--- config.mk ---
export PLATFORM = sky130hd
export DESIGN_NAME = s_term_loopback_pipe
export DESIGN_NICKNAME = d
export VERILOG_FILES = /design/src/rtl/s_term_loopback_pipe.sv
export SDC_FILE = /design/constraint.sdc
export NUM_CORES = 1
export LEC_CHECK = 0
export ABC_AREA = 1
export BUFFER_PORTS_ARGS = -buffer_cell sky130_fd_sc_hd__buf_2
export CORE_MARGIN = 2
export CORE_UTILIZATION = 43
export CTS_CLUSTER_SIZE = 30
export DETAILED_ROUTE_END_ITERATION = 10
export PLACE_DENSITY = 0.82
export SYNTH_ARGS = -nofsm -noshare
export SYNTH_HDL_FRONTEND = slang
export SYNTH_SLANG_ARGS = --single-unit
--- constraint.sdc ---
create_clock -name UserCLK -period 3.1 [get_ports UserCLK]
set_input_delay 0.31 -clock UserCLK [delete_from_list [all_inputs] [get_ports UserCLK]]
set_output_delay 0.31 -clock UserCLK [all_outputs]
set_load 0.05 [all_outputs]
--- src/rtl/s_term_loopback_pipe.sv ---
// s_term_loopback_pipe: bottom-row tile looping from_S back to to_N with per-channel
// register bypass, config capture from FrameData and a pipelined frame-strobe path.
module s_term_loopback_pipe #(
  parameter int MaxFramesPerCol = 20,
  parameter int FrameBitsPerRow = 32,
  parameter int NUM_WIRES       = 12,
  parameter int STROBE_PIPE     = 1,
  parameter int CFG_FRAME       = 0
) (
  input  logic                       UserCLK,
  input  logic                       rst,
  input  logic [FrameBitsPerRow-1:0] FrameData,
  input  logic [MaxFramesPerCol-1:0] FrameStrobe,
  input  logic [NUM_WIRES-1:0]       from_S,
  output logic [NUM_WIRES-1:0]       to_N,
  output logic [MaxFramesPerCol-1:0] FrameStrobe_O,
  output logic                       UserCLKo,
  output logic                       rsto,
  output logic                       cfg_loaded
);
  generate
    if (NUM_WIRES < 1 || NUM_WIRES > FrameBitsPerRow) begin : g_err_wires
      $error("NUM_WIRES must be in 1..FrameBitsPerRow");
    end
    if (CFG_FRAME < 0 || CFG_FRAME >= MaxFramesPerCol) begin : g_err_frame
      $error("CFG_FRAME must index a FrameStrobe bit");
    end
    if (STROBE_PIPE < 0 || STROBE_PIPE > 3) begin : g_err_pipe
      $error("STROBE_PIPE must be in 0..3");
    end
  endgenerate
  logic [NUM_WIRES-1:0] cfg_q, cfg_d, wire_q, wire_d;
  logic                 strobe_q, strobe_d, loaded_q, loaded_d, capture;
  logic                 unused_frame_data;
  assign unused_frame_data = ^FrameData;
  // Rising edge of the config strobe: a held strobe captures only once.
  assign capture = FrameStrobe[CFG_FRAME] & ~strobe_q;
  always_comb begin
    strobe_d = FrameStrobe[CFG_FRAME];
    cfg_d    = capture ? FrameData[NUM_WIRES-1:0] : cfg_q;
    loaded_d = loaded_q | capture;
    wire_d   = from_S;
  end
  always_ff @(posedge UserCLK or posedge rst) begin
    if (rst) begin
      cfg_q    <= '0;
      wire_q   <= '0;
      strobe_q <= 1'b0;
      loaded_q <= 1'b0;
    end else begin
      cfg_q    <= cfg_d;
      wire_q   <= wire_d;
      strobe_q <= strobe_d;
      loaded_q <= loaded_d;
    end
  end
  assign to_N       = (cfg_q & wire_q) | (~cfg_q & from_S);
  assign cfg_loaded = loaded_q;
  assign UserCLKo   = UserCLK;
  assign rsto       = rst;
  generate
    if (STROBE_PIPE == 0) begin : g_strobe_comb
      assign FrameStrobe_O = FrameStrobe;
    end else begin : g_strobe_pipe
      logic [MaxFramesPerCol-1:0] pipe_q [STROBE_PIPE];
      logic [MaxFramesPerCol-1:0] pipe_d [STROBE_PIPE];
      always_comb begin
        pipe_d[0] = FrameStrobe;
        for (int k = 1; k < STROBE_PIPE; k++) pipe_d[k] = pipe_q[k-1];
      end
      always_ff @(posedge UserCLK or posedge rst) begin
        if (rst) pipe_q <= '{default: '0};
        else pipe_q <= pipe_d;
      end
      assign FrameStrobe_O = pipe_q[STROBE_PIPE-1];
    end
  endgenerate
endmodule

After elaboration in Yosys (flattened, before gate mapping)
Index checks and enable logic that the tools add are counted.
{"block": "op_classes", "bitwise": 7}
{"op": "$and A12 B12 Y12", "n": 2}
{"op": "$not A12 Y12", "n": 1}
{"op": "$or A12 B12 Y12", "n": 1}
{"op": "$and A1 B1 Y1", "n": 1}
{"op": "$not A1 Y1", "n": 1}
{"op": "$or A1 B1 Y1", "n": 1}
{"block": "totals", "reg_bits": 46, "input_bits": 66, "out_inout_bits": 35, "wordCells": 12}

Depth between registers and ports, before layout
{"block": "logic_depth", "word_depth": 3, "depth_mapped": 5}

==> reports/metrics.yaml <==
max_cap_viol_count: 0
status: "finished, final reports clean"
hold_path_class: "input pin to async pin"
p_int_w: 0.000872
p_leak_nw: 1.24
num_rows: 21
layout-drive-gt1-share_pct: 37.4
async_reset_ff_share_pct: 100
cp_max_fo: 2
hpwl_um: 2180
synth_xor_area_share_pct: 0
combPwrFrac_pct: 21.3
ir_drop_mv: 0.482
setup_tns_ns: 0
diodes: 0
hold_viol: 0
required_ns: 2.79
setup_viol: 0
first_global_vias: 1362
synth_compound_area_share_pct: 4.01
p_clk_share_pct: 29.2
synth_top_flop_cell: "dfrtp_1"
dieArea_mm2: 0.00397
drtPass1Iterations: 4
yosys.area.top_type: "dfrtp_1"
p_total_w: 0.00131
drt_iter0_markers: 60
cp_cell_sequence: "clkbuf_4 -> clkbuf_4 -> buf_2"
cpMaxStageDelayCell: "buf_2"
ioPinCount: 101
seq_area_frac_synth_pct: 75.3
rsz0062_at_grt: "false"
clk_latency_ns: 0.45
gp_congestion: 0.737
vias: 1249
drt.antenna.violating_nets: 0
clk_pin_slew_worst_paths_ns: 0.11
power_switching_w: 0.000436
arrival_ns: 1.97
core_area_mm2: 0.00334
swShare_pct: 33.3
placed_area_mm2: 0.00191
synthSimpleGateAreaFrac_pct: 13.7
synth_common_cells: "45 x dfrtp_1, 37 x nand2_1, 15 x inv_1, 12 x nand3_1, 12 x o21ai_0"
start_util_pct: 44.8
synth_fa_ha_area_share_pct: 0
grt_pass1_wl_um: 5650
maxSlewViolCount: 0
die_y_um: 63.0
fin_area_mm2: 0.00229
r2r_end: "cfg_q[10]"
gr-total-overflow: 0
reg2reg_depth: 4
synth_nets: 194
synth_mux_area_share_pct: 0
io_buffers: 80
synth.avg_cell_area_um2: 11.7
slew_headroom_pct: 41.5
synth_top_family_by_area: "simple AND/OR/NAND/NOR gates"
crit_top_cell: "clkbuf_4"
rrSetupSlack_ns: 1.87
postCtsSetupBuffers: 0
synth_area_leaders: "dfrtp_1 75%, nand2_1 9.3%, nand3_1 4.0%, o21ai_0 4.0%, inv_1 3.8%"
endpoint_kind: "primary output"
via_per_inst: 4.32
yosys.area.top_type_share_pct: 75.3
netlist_instances: 128
powerDensity_mw_per_mm2: 570
nets: 309
drcViolationCount: 0
syn2layout_area_growth_pct: 53.3
dieWidth_um: 63.0
cp_top_family: "buffers and inverters"
synth.distinct_cells: 8
antenna_found_initial: 0
ys_ff_latch: 45
cpPeakStageDelay_ns: 0.20
fin_worst_skew_ns: 0.00521
path_class: "clock port to primary output"
grtUsageTotal_pct: 19.5
yosysWarningCount: 0
synth-edff-count: 0
grt_max_degree: 46
syn_area_mm2: 0.00150
placed_cells: 248
crit_buf_inv: 3
cp-start-kind: "clock port"
cts_tree: "yes"
wirelength_um: 3400
synth_most_common_cell: "dfrtp_1"
r2r_start: "FrameStrobe_O[0]"
wl_per_cell_um: 11.8
final_cells: 289
worstMarginPinSlew_ns: 0.876
pwr-share-seq_pct: 49.5
==> worst register-to-register path, delay by kind of cell, from the launching register on <==
family	cells	cell delay, ns
simple gates	3	0.44
buf+inv	1	0.30
flops	1	0.39
==> registers in the layout, summed over array words and instances (netlist names) <==
register	count
cfg_loaded	1
wire_q	12
FrameStrobe_O	20
cfg_q	12
==> final cells by class <==
type	instances	area [um2]
clock buffers	11	82.6
fillers	285	1040
inverters	15	56.3
multi-input cells	62	265
flip-flops and latches	45	1130
well taps	46	57.6
repair buffers	110	706
==> what timing repair did <==
action	in CTS	in global routing
resized for setup	0	0
hold buffers	31	0
endpoints found under the hold margin	31	0
==> layer usage <==
layer / global-route usage [%] / wire length (um) / part of all wire [%] / up-vias
met5: 0 / 0 / 0 / -
met3: 6.67 / 181 / 5.3 / 9
met1: 18.3 / 1200 / 35 / 574
li1: - / - / - / 624
met4: 11.9 / 87 / 2.6 / 0
met2: 35.9 / 1940 / 57 / 42
==> cells by family (layout without fill, tap and decap cells) <==
kind of cell,after synthesis,count (layout)
buffers and inverters,21,136
flip-flops,45,45
AND/OR/NAND/NOR,50,50
AO/OA/AOI/OAI,12,12
==> worst max path at each step <==
stage          startpoint       end  depth (start not counted)
2_1_floorplan     UserCLK  UserCLKo                          1
3_3_place_gp      UserCLK  UserCLKo                          1
3_5_place_dp      UserCLK  UserCLKo                          1
4_1_cts           UserCLK  UserCLKo                          3
5_1_grt           UserCLK  UserCLKo                          3
6_report          UserCLK  UserCLKo                          3
==> power groups by stage <==
stage                     sequential [W]  combinational [W]  clock [W]
after global routing            0.000653           0.000297   0.000426
after global placement          0.000657           0.000244  0.0000615
final                           0.000647           0.000278   0.000382
after CTS                       0.000647           0.000278   0.000396
after detailed placement        0.000659           0.000248  0.0000615
after floorplan                 0.000700           0.000133  0.0000695
==> stage by stage <==
step	hold slack, ns	setup slack, ns	util [%]
finish	0.0433	0.816	68.7
global route	0.0537	0.808	68.7
CTS	0.0613	0.805	68.7
detailed placement	0.419	1.05	57.1
global placement	0.418	1.05	57.1
floorplan	0.341	1.07	-
==> layout by cell type, fill, tap and decap left out <==
| master | instances |
|---|---|
| buf_2 | 80 |
| clkbuf_4 | 8 |
| clkbuf_1 | 1 |
| inv_2 | 1 |
| nand2_2 | 1 |
| clkbuf_8 | 1 |
| o21ai_0 | 12 |
| dlygate4sd3_1 | 31 |
| dfrtp_1 | 45 |
| nand2_1 | 37 |
| inv_1 | 14 |
| nand3_1 | 12 |
(Power assumes the default switching activity.)
